## config.mk

```make
export PLATFORM = sky130hd
export DESIGN_NAME = mem_router
export DESIGN_NICKNAME = d
export VERILOG_FILES = /design/src/rtl/mem_router_pkg.sv /design/src/rtl/mem_router_addr_decode.sv /design/src/rtl/mem_router.sv
export SDC_FILE = /design/constraint.sdc
export NUM_CORES = 1
export LEC_CHECK = 0
export BUFFER_PORTS_ARGS = -buffer_cell sky130_fd_sc_hd__clkbuf_2
export CORE_AREA = 2 2 149 151
export CTS_CLUSTER_SIZE = 30
export DETAILED_ROUTE_END_ITERATION = 10
export DIE_AREA = 0 0 151 153
export GPL_TIMING_DRIVEN = 0
export HOLD_SLACK_MARGIN = 0.02
export SKIP_CTS_REPAIR_TIMING = 1
export SYNTH_ARGS = -nofsm -noshare
export SYNTH_HDL_FRONTEND = slang
export SYNTH_SLANG_ARGS = --single-unit
```

## constraint.sdc

```tcl
create_clock -name clock -period 9.6 [get_ports clock]
set_input_delay 1.44 -clock clock [delete_from_list [all_inputs] [get_ports clock]]
set_output_delay 1.44 -clock clock [all_outputs]
set_load 0.1 [all_outputs]
```

## src/rtl/mem_router_pkg.sv

```systemverilog
`default_nettype none
// +--------------------------------------------------------------------------+
// | Module      : mem_router_pkg                                             |
// | Description : Shared constants for the memory router: default slave      |
// |               address windows, router state encoding, default timeout    |
// |               and a select-width helper.                                 |
// | Revision    : 1.0 - initial release                                      |
// +--------------------------------------------------------------------------+
package mem_router_pkg;

  // Default slave ordering: 0 ram, 1 tim, 2 clic, 3 clint, 4 uart, 5 rom.
  localparam int          c_default_num_slaves = 6;

  localparam logic [31:0] c_ram_base   = 32'h8000_0000;
  localparam logic [31:0] c_ram_top    = 32'h8001_0000;
  localparam logic [31:0] c_tim_base   = 32'h4000_0000;
  localparam logic [31:0] c_tim_top    = 32'h4000_4000;
  localparam logic [31:0] c_clic_base  = 32'h0C00_0000;
  localparam logic [31:0] c_clic_top   = 32'h0C01_0000;
  localparam logic [31:0] c_clint_base = 32'h0200_0000;
  localparam logic [31:0] c_clint_top  = 32'h0201_0000;
  localparam logic [31:0] c_uart_base  = 32'h1000_0000;
  localparam logic [31:0] c_uart_top   = 32'h1000_1000;
  localparam logic [31:0] c_rom_base   = 32'h0000_0000;
  localparam logic [31:0] c_rom_top    = 32'h0001_0000;

  // Packed so that slave i occupies bits [i*32 +: 32].
  localparam logic [c_default_num_slaves*32-1:0] c_default_base =
    {c_rom_base, c_uart_base, c_clint_base, c_clic_base, c_tim_base, c_ram_base};
  localparam logic [c_default_num_slaves*32-1:0] c_default_top =
    {c_rom_top, c_uart_top, c_clint_top, c_clic_top, c_tim_top, c_ram_top};

  localparam int c_default_timeout = 255;

  // Router state encoding.
  localparam logic [1:0] c_st_idle  = 2'd0;
  localparam logic [1:0] c_st_busy  = 2'd1;
  localparam logic [1:0] c_st_error = 2'd2;

  // Width of a slave index; at least one bit even for a single slave.
  function automatic int sel_width(input int n);
    return (n > 1) ? $clog2(n) : 1;
  endfunction

endpackage : mem_router_pkg
`default_nettype wire

```

## src/rtl/mem_router_addr_decode.sv

```systemverilog
`default_nettype none
// +--------------------------------------------------------------------------+
// | Module      : addr_decode                                                |
// | Description : Combinational priority decoder. Matches an address        |
// |               against per-slave [base, top) windows; the lowest-index    |
// |               matching window wins. Returns hit, index and window base.  |
// | Revision    : 1.0 - initial release                                      |
// +--------------------------------------------------------------------------+
module addr_decode #(
  parameter int NUM_SLAVES = 6,
  parameter int ADDR_WIDTH = 32,
  parameter int SEL_WIDTH  = 3,
  parameter logic [NUM_SLAVES*ADDR_WIDTH-1:0] SLAVE_BASE = '0,
  parameter logic [NUM_SLAVES*ADDR_WIDTH-1:0] SLAVE_TOP  = '0
) (
  input  logic [ADDR_WIDTH-1:0] i_addr,
  output logic                  o_hit,
  output logic [SEL_WIDTH-1:0]  o_index,
  output logic [ADDR_WIDTH-1:0] o_base
);

  // Scan from the highest index down so the lowest matching index is the
  // last assignment and therefore has priority.
  always_comb begin
    o_hit   = 1'b0;
    o_index = '0;
    o_base  = '0;
    for (int i = NUM_SLAVES - 1; i >= 0; i--) begin
      if ((i_addr >= SLAVE_BASE[i*ADDR_WIDTH +: ADDR_WIDTH]) &&
          (i_addr <  SLAVE_TOP[i*ADDR_WIDTH +: ADDR_WIDTH])) begin
        o_hit   = 1'b1;
        o_index = SEL_WIDTH'(i);
        o_base  = SLAVE_BASE[i*ADDR_WIDTH +: ADDR_WIDTH];
      end
    end
  end

endmodule : addr_decode
`default_nettype wire

```

## src/rtl/mem_router.sv

```systemverilog
`default_nettype none
// +--------------------------------------------------------------------------+
// | Module      : mem_router                                                 |
// | Description : Single-master, N-slave memory router. Decodes each request |
// |               against per-slave windows, forwards a one-cycle request    |
// |               with the window base stripped, returns only the selected   |
// |               slave's response, and synthesises error responses for      |
// |               unmapped addresses and for slaves that never answer.       |
// | Revision    : 1.0 - initial release                                      |
// +--------------------------------------------------------------------------+
module mem_router
  import mem_router_pkg::*;
#(
  parameter int NUM_SLAVES = c_default_num_slaves,
  parameter int ADDR_WIDTH = 32,
  parameter int DATA_WIDTH = 32,
  parameter logic [NUM_SLAVES*ADDR_WIDTH-1:0] SLAVE_BASE = c_default_base,
  parameter logic [NUM_SLAVES*ADDR_WIDTH-1:0] SLAVE_TOP  = c_default_top,
  parameter int TIMEOUT = c_default_timeout
) (
  input  logic                         clock,
  input  logic                         reset,
  // master side
  input  logic                         memory_valid,
  input  logic                         memory_instr,
  input  logic [ADDR_WIDTH-1:0]        memory_addr,
  input  logic [DATA_WIDTH-1:0]        memory_wdata,
  input  logic [DATA_WIDTH/8-1:0]      memory_wstrb,
  output logic [DATA_WIDTH-1:0]        memory_rdata,
  output logic                         memory_error,
  output logic                         memory_ready,
  // slave side
  output logic [NUM_SLAVES-1:0]        slave_valid,
  output logic                         slave_instr,
  output logic [ADDR_WIDTH-1:0]        slave_addr,
  output logic [DATA_WIDTH-1:0]        slave_wdata,
  output logic [DATA_WIDTH/8-1:0]      slave_wstrb,
  input  logic [NUM_SLAVES*DATA_WIDTH-1:0] slave_rdata,
  input  logic [NUM_SLAVES-1:0]        slave_ready,
  // status
  output logic                         decode_error,
  output logic                         timeout_error,
  output logic                         protocol_error
);

  localparam int         c_sel_width   = sel_width(NUM_SLAVES);
  // Last count value before the timeout response is issued.
  localparam logic [7:0] c_count_limit = 8'(TIMEOUT - 1);

  logic [1:0]             r_state;
  logic [c_sel_width-1:0] r_sel;
  logic [7:0]             r_count;
  logic                   r_protocol_error;

  logic                   w_hit;
  logic [c_sel_width-1:0] w_index;
  logic [ADDR_WIDTH-1:0]  w_base;
  logic                   w_idle;
  logic                   w_busy;
  logic                   w_err_state;
  logic                   w_accept;
  logic                   w_sel_ready;
  logic [DATA_WIDTH-1:0]  w_sel_rdata;
  logic                   w_timeout;

  addr_decode #(
    .NUM_SLAVES (NUM_SLAVES),
    .ADDR_WIDTH (ADDR_WIDTH),
    .SEL_WIDTH  (c_sel_width),
    .SLAVE_BASE (SLAVE_BASE),
    .SLAVE_TOP  (SLAVE_TOP)
  ) u_addr_decode (
    .i_addr  (memory_addr),
    .o_hit   (w_hit),
    .o_index (w_index),
    .o_base  (w_base)
  );

  assign w_idle      = (r_state == c_st_idle);
  assign w_busy      = (r_state == c_st_busy);
  assign w_err_state = (r_state == c_st_error);

  // A request is only forwarded from IDLE; held off entirely during reset.
  assign w_accept = reset && w_idle && memory_valid && w_hit;

  // Select the latched slave's ready and read data.
  always_comb begin
    w_sel_ready = 1'b0;
    w_sel_rdata = '0;
    for (int i = 0; i < NUM_SLAVES; i++) begin
      if (r_sel == c_sel_width'(i)) begin
        w_sel_ready = slave_ready[i];
        w_sel_rdata = slave_rdata[i*DATA_WIDTH +: DATA_WIDTH];
      end
    end
  end

  // A ready arriving in the limit cycle beats the timeout.
  assign w_timeout = w_busy && !w_sel_ready && (r_count == c_count_limit);

  // One-hot request pulse to the decoded slave.
  always_comb begin
    slave_valid = '0;
    for (int i = 0; i < NUM_SLAVES; i++) begin
      slave_valid[i] = w_accept && (w_index == c_sel_width'(i));
    end
  end

  // Broadcast request fields; unmapped addresses pass through unchanged.
  assign slave_instr = memory_instr;
  assign slave_wdata = memory_wdata;
  assign slave_wstrb = memory_wstrb;
  assign slave_addr  = w_hit ? (memory_addr - w_base) : memory_addr;

  // Response path back to the master.
  assign memory_ready  = (w_busy && w_sel_ready) || w_timeout || w_err_state;
  assign memory_error  = w_timeout || w_err_state;
  assign memory_rdata  = (w_busy && w_sel_ready) ? w_sel_rdata : '0;
  assign decode_error  = w_err_state;
  assign timeout_error = w_timeout;
  assign protocol_error = r_protocol_error;

  // Router state, selected slave and cycle counter.
  always_ff @(posedge clock or negedge reset) begin
    if (!reset) begin
      r_state <= c_st_idle;
      r_sel   <= '0;
      r_count <= '0;
    end else begin
      case (r_state)
        c_st_idle: begin
          if (memory_valid) begin
            if (w_hit) begin
              r_sel   <= w_index;
              r_count <= '0;
              r_state <= c_st_busy;
            end else begin
              r_state <= c_st_error;
            end
          end
        end
        c_st_busy: begin
          if (w_sel_ready || w_timeout) begin
            r_state <= c_st_idle;
          end else begin
            r_count <= r_count + 8'd1;
          end
        end
        c_st_error: begin
          r_state <= c_st_idle;
        end
        default: begin
          r_state <= c_st_idle;
        end
      endcase
    end
  end

  // Sticky flag for a request arriving while a transaction is in flight.
  always_ff @(posedge clock or negedge reset) begin
    if (!reset) begin
      r_protocol_error <= 1'b0;
    end else if (memory_valid && !w_idle) begin
      r_protocol_error <= 1'b1;
    end
  end

endmodule : mem_router
`default_nettype wire

```

==> impl_results.html, run 1 <==
<table>
<tr><th>Metric</th><th>Value</th></tr>
<tr><th colspan="2">Run status</th></tr>
<tr><td>Result of the run</td><td>finished, final reports clean</td></tr>
<tr><th colspan="2">Logic synthesis</th></tr>
<tr><td>XOR/XNOR Fraction of Synth Area</td><td>0.793%</td></tr>
<tr><td>Yosys reg bits</td><td>14</td></tr>
<tr><td>Post-synthesis net count</td><td>645</td></tr>
<tr><td>Portion of the post-synthesis area used by sequential elements</td><td>10.6%</td></tr>
<tr><td>Cell area after technology mapping</td><td>3310 um2</td></tr>
<tr><td>Post-synth EDFFs</td><td>0</td></tr>
<tr><td>Gate count after technology mapping</td><td>367</td></tr>
<tr><td>Proportion of synthesized area in mux cells</td><td>35.6%</td></tr>
<tr><td>Post-synthesis share of cell area spent on and, or, nand and nor gates</td><td>17.6%</td></tr>
<tr><td>Share of synthesized cell area in full adder, half adder and majority cells</td><td>3.25%</td></tr>
<tr><td>Synth warn</td><td>0</td></tr>
<tr><td>Primary FF master, synth</td><td>sky130_fd_sc_hd__dfrtp_1</td></tr>
<tr><td>Main combinational cell family by area after synthesis</td><td>multiplexers</td></tr>
<tr><td>Async SR Flop Fraction</td><td>100%</td></tr>
<tr><td>Post-synthesis cell type count</td><td>54</td></tr>
<tr><td>Syn Area/Cell</td><td>9.03 um2</td></tr>
<tr><td>Compound-cell area share of the yosys netlist</td><td>14.6%</td></tr>
<tr><th colspan="2">Worst setup path</th></tr>
<tr><td>Reg-to-reg setup timing slack</td><td>7020 ps</td></tr>
<tr><td>Setup crit start kind</td><td>input pin</td></tr>
<tr><td>Data required, critical path</td><td>8160 ps</td></tr>
<tr><td>Critical-path maximum fanout</td><td>6</td></tr>
<tr><td>CP most frequent cell</td><td>sky130_fd_sc_hd__clkbuf_2</td></tr>
<tr><td>Element type at the critical path end</td><td>output pin</td></tr>
<tr><td>Slowest cell on the critical path</td><td>sky130_fd_sc_hd__or4_1</td></tr>
<tr><td>CP Data Arrival Time</td><td>4730 ps</td></tr>
<tr><td>Path type of the worst setup path</td><td>input pin to output pin</td></tr>
<tr><td>Worst r2r path cells</td><td>6</td></tr>
<tr><td>Delay of the slowest cell on the worst path</td><td>600 ps</td></tr>
<tr><td>Origin of the critical flop-to-flop path</td><td>r_sel[1]$_DFFE_PN0P_</td></tr>
<tr><td>Worst reg2reg endpoint</td><td>r_count[4]$_DFFE_PN0P_</td></tr>
<tr><td>Cell breakdown of the critical path</td><td>clkbuf_2, or4_1, nor3_1, nand3_1, ha_1, nor2b_1, o21ai_0, a21boi_0, o31a_1, o31ai_1, clkbuf_2</td></tr>
<tr><th colspan="2">Min path</th></tr>
<tr><td>Sink of the worst hold path</td><td>protocol_error$_DFFE_PN0P_</td></tr>
<tr><td>Path class of the lowest-slack min-delay path</td><td>flip-flop to flip-flop</td></tr>
<tr><td>HP Start</td><td>protocol_error$_DFFE_PN0P_</td></tr>
<tr><td>Worst hold path stage count</td><td>1</td></tr>
<tr><th colspan="2">Timing</th></tr>
<tr><td>Post-route clock period utilization</td><td>64.2%</td></tr>
<tr><td>Actual transition at the worst max-transition pin</td><td>945 ps</td></tr>
<tr><td>Unrepaired setup endpoints after global routing</td><td>no</td></tr>
<tr><td>Final hold vios</td><td>0</td></tr>
<tr><td>Post-route setup TNS</td><td>0 ps</td></tr>
<tr><td>Worst setup margin</td><td>3430 ps</td></tr>
<tr><td>Tightest hold margin</td><td>465 ps</td></tr>
<tr><td>Worst relative slew slack</td><td>37.0%</td></tr>
<tr><td>Pins Over Slew Limit</td><td>0</td></tr>
<tr><td>Highest clock rate</td><td>162 MHz</td></tr>
<tr><td>Number of endpoints failing setup at the final stage</td><td>0</td></tr>
<tr><td>Post-route minimum period</td><td>6170 ps</td></tr>
<tr><td>Post-route clock skew</td><td>1.15 ps</td></tr>
<tr><th colspan="2">Job</th></tr>
<tr><td>Max-capacitance violation count</td><td>0</td></tr>
<tr><th colspan="2">Detailed routing</th></tr>
<tr><td>DRC violation count after routing</td><td>0</td></tr>
<tr><td>Remaining antenna violation count</td><td>0</td></tr>
<tr><td>Routed wirelength normalized by instance count</td><td>16.3 um</td></tr>
<tr><td>Post-DR vias/cell</td><td>4.26</td></tr>
<tr><td>Detailed-routing iteration count for the pre-antenna-repair pass</td><td>4</td></tr>
<tr><td>Total detailed-routing wirelength</td><td>16.1 mm</td></tr>
<tr><td>Number of vias in the routed layout</td><td>4200</td></tr>
<tr><td>First DRT Iteration DRCs</td><td>192</td></tr>
<tr><th colspan="2">Cells and area</th></tr>
<tr><td>Most frequent cells in the layout</td><td>sky130_fd_sc_hd__clkbuf_2 (332), sky130_fd_sc_hd__buf_4 (62), sky130_fd_sc_hd__nor2_1 (50)</td></tr>
<tr><td>Leading cell type in the layout, fill and taps excluded</td><td>sky130_fd_sc_hd__clkbuf_2</td></tr>
<tr><td>Layout Nets</td><td>982</td></tr>
<tr><td>Syn-to-layout area delta</td><td>63.5%</td></tr>
<tr><td>Number of cells in the finished layout apart from fillers</td><td>985</td></tr>
<tr><td>Share of post-route cells with drive strength above 1</td><td>68.0%</td></tr>
<tr><th colspan="2">Floorplanning</th></tr>
<tr><td>I/O pin count</td><td>382</td></tr>
<tr><td>Starting density of the core</td><td>15.4%</td></tr>
<tr><td>Die height</td><td>153 um</td></tr>
<tr><td>Std cell rows</td><td>54</td></tr>
<tr><td>Core Region</td><td>21500 um2</td></tr>
<tr><td>Area of the die</td><td>23100 um2</td></tr>
<tr><td>Width of the chip</td><td>151 um</td></tr>
<tr><th colspan="2">CTS</th></tr>
<tr><td>Clk root buf</td><td>sky130_fd_sc_hd__clkbuf_16</td></tr>
<tr><td>Clock sink count</td><td>14</td></tr>
<tr><td>CTS tree</td><td>done</td></tr>
<tr><td>Number of buffers on the longest clock path</td><td>2</td></tr>
<tr><td>Inserted Clock Buffers</td><td>3</td></tr>
<tr><td>Clock Latency Late Sink</td><td>240 ps</td></tr>
<tr><td>Clock-pin slew reported for the worst setup and hold paths after clock tree synthesis</td><td>50 ps</td></tr>
<tr><td>Number of H-tree levels</td><td>1</td></tr>
<tr><th colspan="2">Placement</th></tr>
<tr><td>Final weighted congestion in routability-driven placement</td><td>0.870</td></tr>
<tr><td>Number of port buffers</td><td>332</td></tr>
<tr><td>Worst slack at placement</td><td>3480 ps</td></tr>
<tr><td>Detail Placement HPWL</td><td>14.3 mm</td></tr>
<tr><td>Post-placement cell count</td><td>979</td></tr>
<tr><th colspan="2">Global route</th></tr>
<tr><td>Antenna violations before repair</td><td>1</td></tr>
<tr><td>Global route overflow</td><td>0</td></tr>
<tr><td>Global router's overall resource usage</td><td>12.7%</td></tr>
<tr><td>Vias in the first global route</td><td>4122</td></tr>
<tr><td>First-pass GRT wire length</td><td>22.7 mm</td></tr>
<tr><td>Largest net degree at the start of global routing</td><td>17</td></tr>
<tr><th colspan="2">Power</th></tr>
<tr><td>Cell area power density</td><td>73.0 nW/um2</td></tr>
<tr><td>Worst VDD drop</td><td>0.0000553 V</td></tr>
<tr><td>Cell leakage power</td><td>2.78 nW</td></tr>
</table>
## through the flow
step | total power, mW | instance area (um2) | utilization (%)
after floorplan | 0.239 | 3310 | -
after global routing | 0.413 | 5420 | 25.2
after global placement | 0.307 | 5330 | 24.8
after CTS | 0.398 | 5420 | 25.2
final | 0.395 | 5420 | 25.2
after detailed placement | 0.308 | 5330 | 24.8
## layer usage
layer  wire length (um)  share of wire [%]  global-route usage [%]  up-vias
met4                116               0.72                    2.09        0
met1               6600                 41                    16.0     1960
li1                   -                  -                       -     2021
met3               1060                6.6                    1.13       10
met2               8290                 52                    23.6      209
met5                  0                  0                       0        -
## state kept, by name, indices dropped and copies added (netlist names)
signal / count
r_sel: 3
protocol_error: 1
r_state: 2
r_count: 8
## cell usage after synthesis, drive strengths merged, types with 3 or more instances
cell type  count  share of area, %
nor2          50               5.7
a22o           3              0.79
nor3           3              0.45
nand2         12               1.4
nor4           6               1.8
and4           3              0.79
a22oi         33               7.6
or4            4               1.0
nand2b         4              0.75
dfrtp         14                11
buf           70                15
o21ai          9               1.4
nand3          9               1.4
mux2          39                13
inv            7              0.79
a21oi          4              0.60
nor2b          4              0.75
o31ai          3              0.68
mux4          32                22
ha             7               2.6
clkbuf        14               1.6
and3           5              0.94
## worst max-delay path by stage
stage                    startpoint        endpoint  slack (ps)  cells past startpoint
global placement    memory_addr[19]  slave_addr[30]        3500                     11
finish              memory_addr[19]  slave_addr[30]        3430                     11
CTS                 memory_addr[19]  slave_addr[30]        3460                     11
detailed placement  memory_addr[19]  slave_addr[30]        3480                     11
floorplan           memory_addr[19]  slave_addr[30]        2340                      9
global route        memory_addr[19]  slave_addr[30]        3180                     11
## final cells by class
type	count	area, um2
flip-flops and latches	14	350
repair buffers	332	1660
fillers	2362	16100
inverters	8	30.0
plain buffers	84	554
diodes	2	5.00
clock buffers	4	88.8
multi-input cells	261	2380
well taps	280	350
## worst max-delay path, delay by kind of cell
kind | cells | cell delay (ps)
AND/OR/NAND/NOR | 4 | 1440
AO/OA/AOI/OAI | 4 | 910
buffers and inverters | 2 | 600
adder cells (fa/ha/maj) | 1 | 320
## logic make-up after synthesis
kind of cell	after synthesis
multiplexers	73
buffers and inverters	92
AND/OR/NAND/NOR	111
AO/OA/AOI/OAI	66
adder cells (fa/ha/maj)	8
XOR/XNOR	3
flip-flops	14
## where the power goes
group / internal (mW) / total (mW) / switching, mW
registers: 0.0608 / 0.0630 / 0.00219
clock network: 0.0632 / 0.0879 / 0.0247
logic: 0.0818 / 0.245 / 0.163
No activity file was read; power rests on OpenSTA's default activity.
==> inputs of run 2 (changes only) <==
--- a/config.mk
+++ b/config.mk
@@ -6,10 +6,10 @@
 export NUM_CORES = 1
 export LEC_CHECK = 0
 export BUFFER_PORTS_ARGS = -buffer_cell sky130_fd_sc_hd__clkbuf_2
-export CORE_AREA = 2 2 149 151
+export CORE_AREA = 2 2 146 148
 export CTS_CLUSTER_SIZE = 30
 export DETAILED_ROUTE_END_ITERATION = 10
-export DIE_AREA = 0 0 151 153
+export DIE_AREA = 0 0 148 150
 export GPL_TIMING_DRIVEN = 0
 export HOLD_SLACK_MARGIN = 0.02
 export SKIP_CTS_REPAIR_TIMING = 1
==> constraint.sdc (replaced) <==
create_clock -name clock -period 6.35 [get_ports clock]
set_input_delay 0.9525 -clock clock [delete_from_list [all_inputs] [get_ports clock]]
set_output_delay 0.9525 -clock clock [all_outputs]
set_load 0.1 [all_outputs]
==> run 2 against run 1 <==
Against the previous run: power rose by 48%; sequential share of layout area about the same; non-clock buffer count did not move; clock power rose by 33%; worst hold slack gained 0.63 ps; count of clock-buffer cells in the layout fell by 1; combinational power is 51% higher; setup slack lost 2300 ps; critical path type unchanged.
==> impl_results.html, run 2 (same netlist as run 1, synthesis figures left out) <==
<table>
<tr><th>Metric</th><th>Value</th></tr>
<tr><th colspan="2">Global route</th></tr>
<tr><td>Largest net degree at the start of global routing</td><td>17 (unchanged)</td></tr>
<tr><td>First-pass GRT wire length</td><td>23.2 mm (+1.9%)</td></tr>
<tr><td>Global router's overall resource usage</td><td>13.5% (+0.80 points)</td></tr>
<tr><td>Most used routing layer</td><td>met2</td></tr>
<tr><td>Antenna violations before repair</td><td>2 (+1)</td></tr>
<tr><td>Global route overflow</td><td>0 (unchanged)</td></tr>
<tr><td>Vias in the first global route</td><td>4104 (-0.44%)</td></tr>
<tr><td>Met3 Usage GRT</td><td>2.38% (+1.2 points)</td></tr>
<tr><td>Met2 Track Usage GR</td><td>23.8% (+0.16 points)</td></tr>
<tr><td>Global-route track usage on met1</td><td>17.2% (+1.2 points)</td></tr>
<tr><th colspan="2">Floorplanning</th></tr>
<tr><td>Width of the chip</td><td>148 um (-2.0%)</td></tr>
<tr><td>Std cell rows</td><td>53 (-1.9%)</td></tr>
<tr><td>Area of the die</td><td>22200 um2 (-3.9%)</td></tr>
<tr><td>Die height</td><td>150 um (-2.0%)</td></tr>
<tr><td>Starting density of the core</td><td>16.0% (+0.59 points)</td></tr>
<tr><td>I/O pin count</td><td>382 (unchanged)</td></tr>
<tr><td>Core Region</td><td>20700 um2 (-3.7%)</td></tr>
<tr><th colspan="2">Cells and area</th></tr>
<tr><td>Largest regs</td><td>r_count (8), r_sel (3), r_state (2)</td></tr>
<tr><td>Most frequent cells in the layout</td><td>sky130_fd_sc_hd__clkbuf_2 (332), sky130_fd_sc_hd__buf_4 (62), sky130_fd_sc_hd__nor2_1 (50)</td></tr>
<tr><td>Layout Nets</td><td>982 (unchanged)</td></tr>
<tr><td>Flip-flop count of the largest register after layout</td><td>8 (unchanged)</td></tr>
<tr><td>Share of post-route cells with drive strength above 1</td><td>67.9% (about the same)</td></tr>
<tr><td>Syn-to-layout area delta</td><td>62.9%</td></tr>
<tr><td>Leading cell type in the layout, fill and taps excluded</td><td>sky130_fd_sc_hd__clkbuf_2</td></tr>
<tr><td>Post-route cell area</td><td>5400 um2 (-0.42%)</td></tr>
<tr><td>Largest register by flop count</td><td>r_count</td></tr>
<tr><th colspan="2">Worst setup path</th></tr>
<tr><td>Critical-path maximum fanout</td><td>6 (unchanged)</td></tr>
<tr><td>Origin of the critical flop-to-flop path</td><td>r_sel[2]$_DFFE_PN0P_</td></tr>
<tr><td>Origin of the worst setup path</td><td>memory_addr[19]</td></tr>
<tr><td>Reg-to-reg setup timing slack</td><td>3460 ps (-3560 ps)</td></tr>
<tr><td>Element type at the critical path end</td><td>output pin</td></tr>
<tr><td>Worst r2r path cells</td><td>5 (-1)</td></tr>
<tr><td>Path type of the worst setup path</td><td>input pin to output pin</td></tr>
<tr><td>Critical path capture point</td><td>slave_addr[30]</td></tr>
<tr><td>Worst reg2reg endpoint</td><td>r_count[4]$_DFFE_PN0P_</td></tr>
<tr><td>CP Data Arrival Time</td><td>4280 ps (-450 ps)</td></tr>
<tr><td>Setup crit start kind</td><td>input pin</td></tr>
<tr><td>Data required, critical path</td><td>5400 ps (-2760 ps)</td></tr>
<tr><th colspan="2">CTS</th></tr>
<tr><td>Clock sink count</td><td>14 (unchanged)</td></tr>
<tr><td>CTS tree</td><td>done</td></tr>
<tr><td>Number of H-tree levels</td><td>1 (unchanged)</td></tr>
<tr><td>Clock Latency Late Sink</td><td>240 ps (about the same)</td></tr>
<tr><td>Inserted Clock Buffers</td><td>3 (unchanged)</td></tr>
<tr><td>Clk root buf</td><td>sky130_fd_sc_hd__clkbuf_16</td></tr>
<tr><td>Number of buffers on the longest clock path</td><td>2 (unchanged)</td></tr>
<tr><td>Clock-pin slew reported for the worst setup and hold paths after clock tree synthesis</td><td>50 ps (about the same)</td></tr>
<tr><th colspan="2">Detailed routing</th></tr>
<tr><td>DRC violation count after routing</td><td>0 (unchanged)</td></tr>
<tr><td>Remaining antenna violation count</td><td>0 (unchanged)</td></tr>
<tr><td>Post-DR vias/cell</td><td>4.35 (+2.1%)</td></tr>
<tr><td>Detailed-routing iteration count for the pre-antenna-repair pass</td><td>5 (+1)</td></tr>
<tr><td>Total detailed-routing wirelength</td><td>16.5 mm (+2.8%)</td></tr>
<tr><td>Routed wirelength normalized by instance count</td><td>16.9 um (+3.5%)</td></tr>
<tr><td>First DRT Iteration DRCs</td><td>120 (-38%)</td></tr>
<tr><td>Number of vias in the routed layout</td><td>4257 (+1.4%)</td></tr>
<tr><th colspan="2">Run status</th></tr>
<tr><td>Result of the run</td><td>finished, final reports clean</td></tr>
<tr><th colspan="2">Timing</th></tr>
<tr><td>Post-route clock skew</td><td>0.969 ps (-0.180 ps)</td></tr>
<tr><td>Actual transition at the worst max-transition pin</td><td>907 ps (-37.9 ps)</td></tr>
<tr><td>Pins Over Slew Limit</td><td>0 (unchanged)</td></tr>
<tr><td>Post-route setup TNS</td><td>0 ps (unchanged)</td></tr>
<tr><td>Highest clock rate</td><td>191 MHz</td></tr>
<tr><td>Final hold vios</td><td>0 (unchanged)</td></tr>
<tr><td>Worst relative slew slack</td><td>39.5% (+2.5 points)</td></tr>
<tr><td>Post-route minimum period</td><td>5230 ps</td></tr>
<tr><td>Post-route clock period utilization</td><td>82.3%</td></tr>
<tr><td>Unrepaired setup endpoints after global routing</td><td>no</td></tr>
<tr><td>Number of endpoints failing setup at the final stage</td><td>0 (unchanged)</td></tr>
<tr><th colspan="2">Min path</th></tr>
<tr><td>Path class of the lowest-slack min-delay path</td><td>flip-flop to flip-flop</td></tr>
<tr><td>Worst hold path stage count</td><td>1 (unchanged)</td></tr>
<tr><th colspan="2">Power</th></tr>
<tr><td>Cell leakage power</td><td>2.77 nW (-0.26%)</td></tr>
<tr><td>Cell area power density</td><td>108 nW/um2 (+48%)</td></tr>
<tr><td>Post-layout total power</td><td>0.584 mW (+48%)</td></tr>
<tr><td>Worst VDD drop</td><td>0.000147 V (+170%)</td></tr>
<tr><th colspan="2">Placement</th></tr>
<tr><td>Number of port buffers</td><td>332 (unchanged)</td></tr>
<tr><td>Area post-placement</td><td>5320 um2 (-0.12%)</td></tr>
<tr><td>Detail Placement HPWL</td><td>14.6 mm (+1.8%)</td></tr>
<tr><td>Final weighted congestion in routability-driven placement</td><td>0.869 (-0.11%)</td></tr>
<tr><th colspan="2">Job</th></tr>
<tr><td>Max-capacitance violation count</td><td>0 (unchanged)</td></tr>
</table>
-- run 2: cell count changes in the layout (fill, tap and decap cells not counted), sizes merged --
cell,change
clkbuf,-1
diode,-1
-- run 2: area by class of cell --
class | count | area, um2
Multi-Input combinational cell | 261 | 2380
Antenna cell | 1 | 2.50
Buffer | 84 | 554
Tap cell | 275 | 344
Timing Repair Buffer | 332 | 1660
Clock buffer | 3 | 75.1
Sequential cell | 14 | 350
Inverter | 8 | 30.0
Fill cell | 2306 | 15300
-- run 2: stage by stage --
stage	setup WS, ps	std cells	hold WS (ps)	util [%]
global placement	1230	974	461	25.7
floorplan	67.5	367	449	-
CTS	1130	977	469	26.1
detailed placement	1150	974	458	25.7
global route	729	978	493	26.1
finish	1120	978	465	26.1
-- run 2: worst min path at each step --
stage                                           from                          to
after floorplan               r_count[6]$_DFFE_PN0P_      r_count[6]$_DFFE_PN0P_
after global placement    protocol_error$_DFFE_PN0P_  protocol_error$_DFFE_PN0P_
after detailed placement  protocol_error$_DFFE_PN0P_  protocol_error$_DFFE_PN0P_
after CTS                 protocol_error$_DFFE_PN0P_  protocol_error$_DFFE_PN0P_
after global routing      protocol_error$_DFFE_PN0P_  protocol_error$_DFFE_PN0P_
final                     protocol_error$_DFFE_PN0P_  protocol_error$_DFFE_PN0P_
-- run 2: worst max-delay path: stages --
cell	delay [ps]
sky130_fd_sc_hd__clkbuf_2	80
sky130_fd_sc_hd__or4_1	600
sky130_fd_sc_hd__nor3_1	470
sky130_fd_sc_hd__nand3_1	240
sky130_fd_sc_hd__ha_1	320
sky130_fd_sc_hd__nor2b_1	120
sky130_fd_sc_hd__o21ai_0	210
sky130_fd_sc_hd__a21boi_0	190
sky130_fd_sc_hd__o31a_1	270
sky130_fd_sc_hd__o31ai_1	280
sky130_fd_sc_hd__clkbuf_2	520
-- run 2: report_power, final --
| part | internal, mW | leakage, nW | switching [mW] | total, mW |
|---|---|---|---|---|
| logic | 0.124 | 2.55 | 0.248 | 0.371 |
| clock network | 0.0823 | 0.0370 | 0.0350 | 0.117 |
| registers | 0.0920 | 0.182 | 0.00331 | 0.0953 |
-- run 2: metal layers --
layer | wire [um] | vias to the layer above | share of wire, %
met4 | 310 | 2 | 1.9
met2 | 8180 | 217 | 50
met5 | 13 | - | 0.079
met1 | 6770 | 2012 | 41
li1 | - | 2009 | -
met3 | 1240 | 17 | 7.5
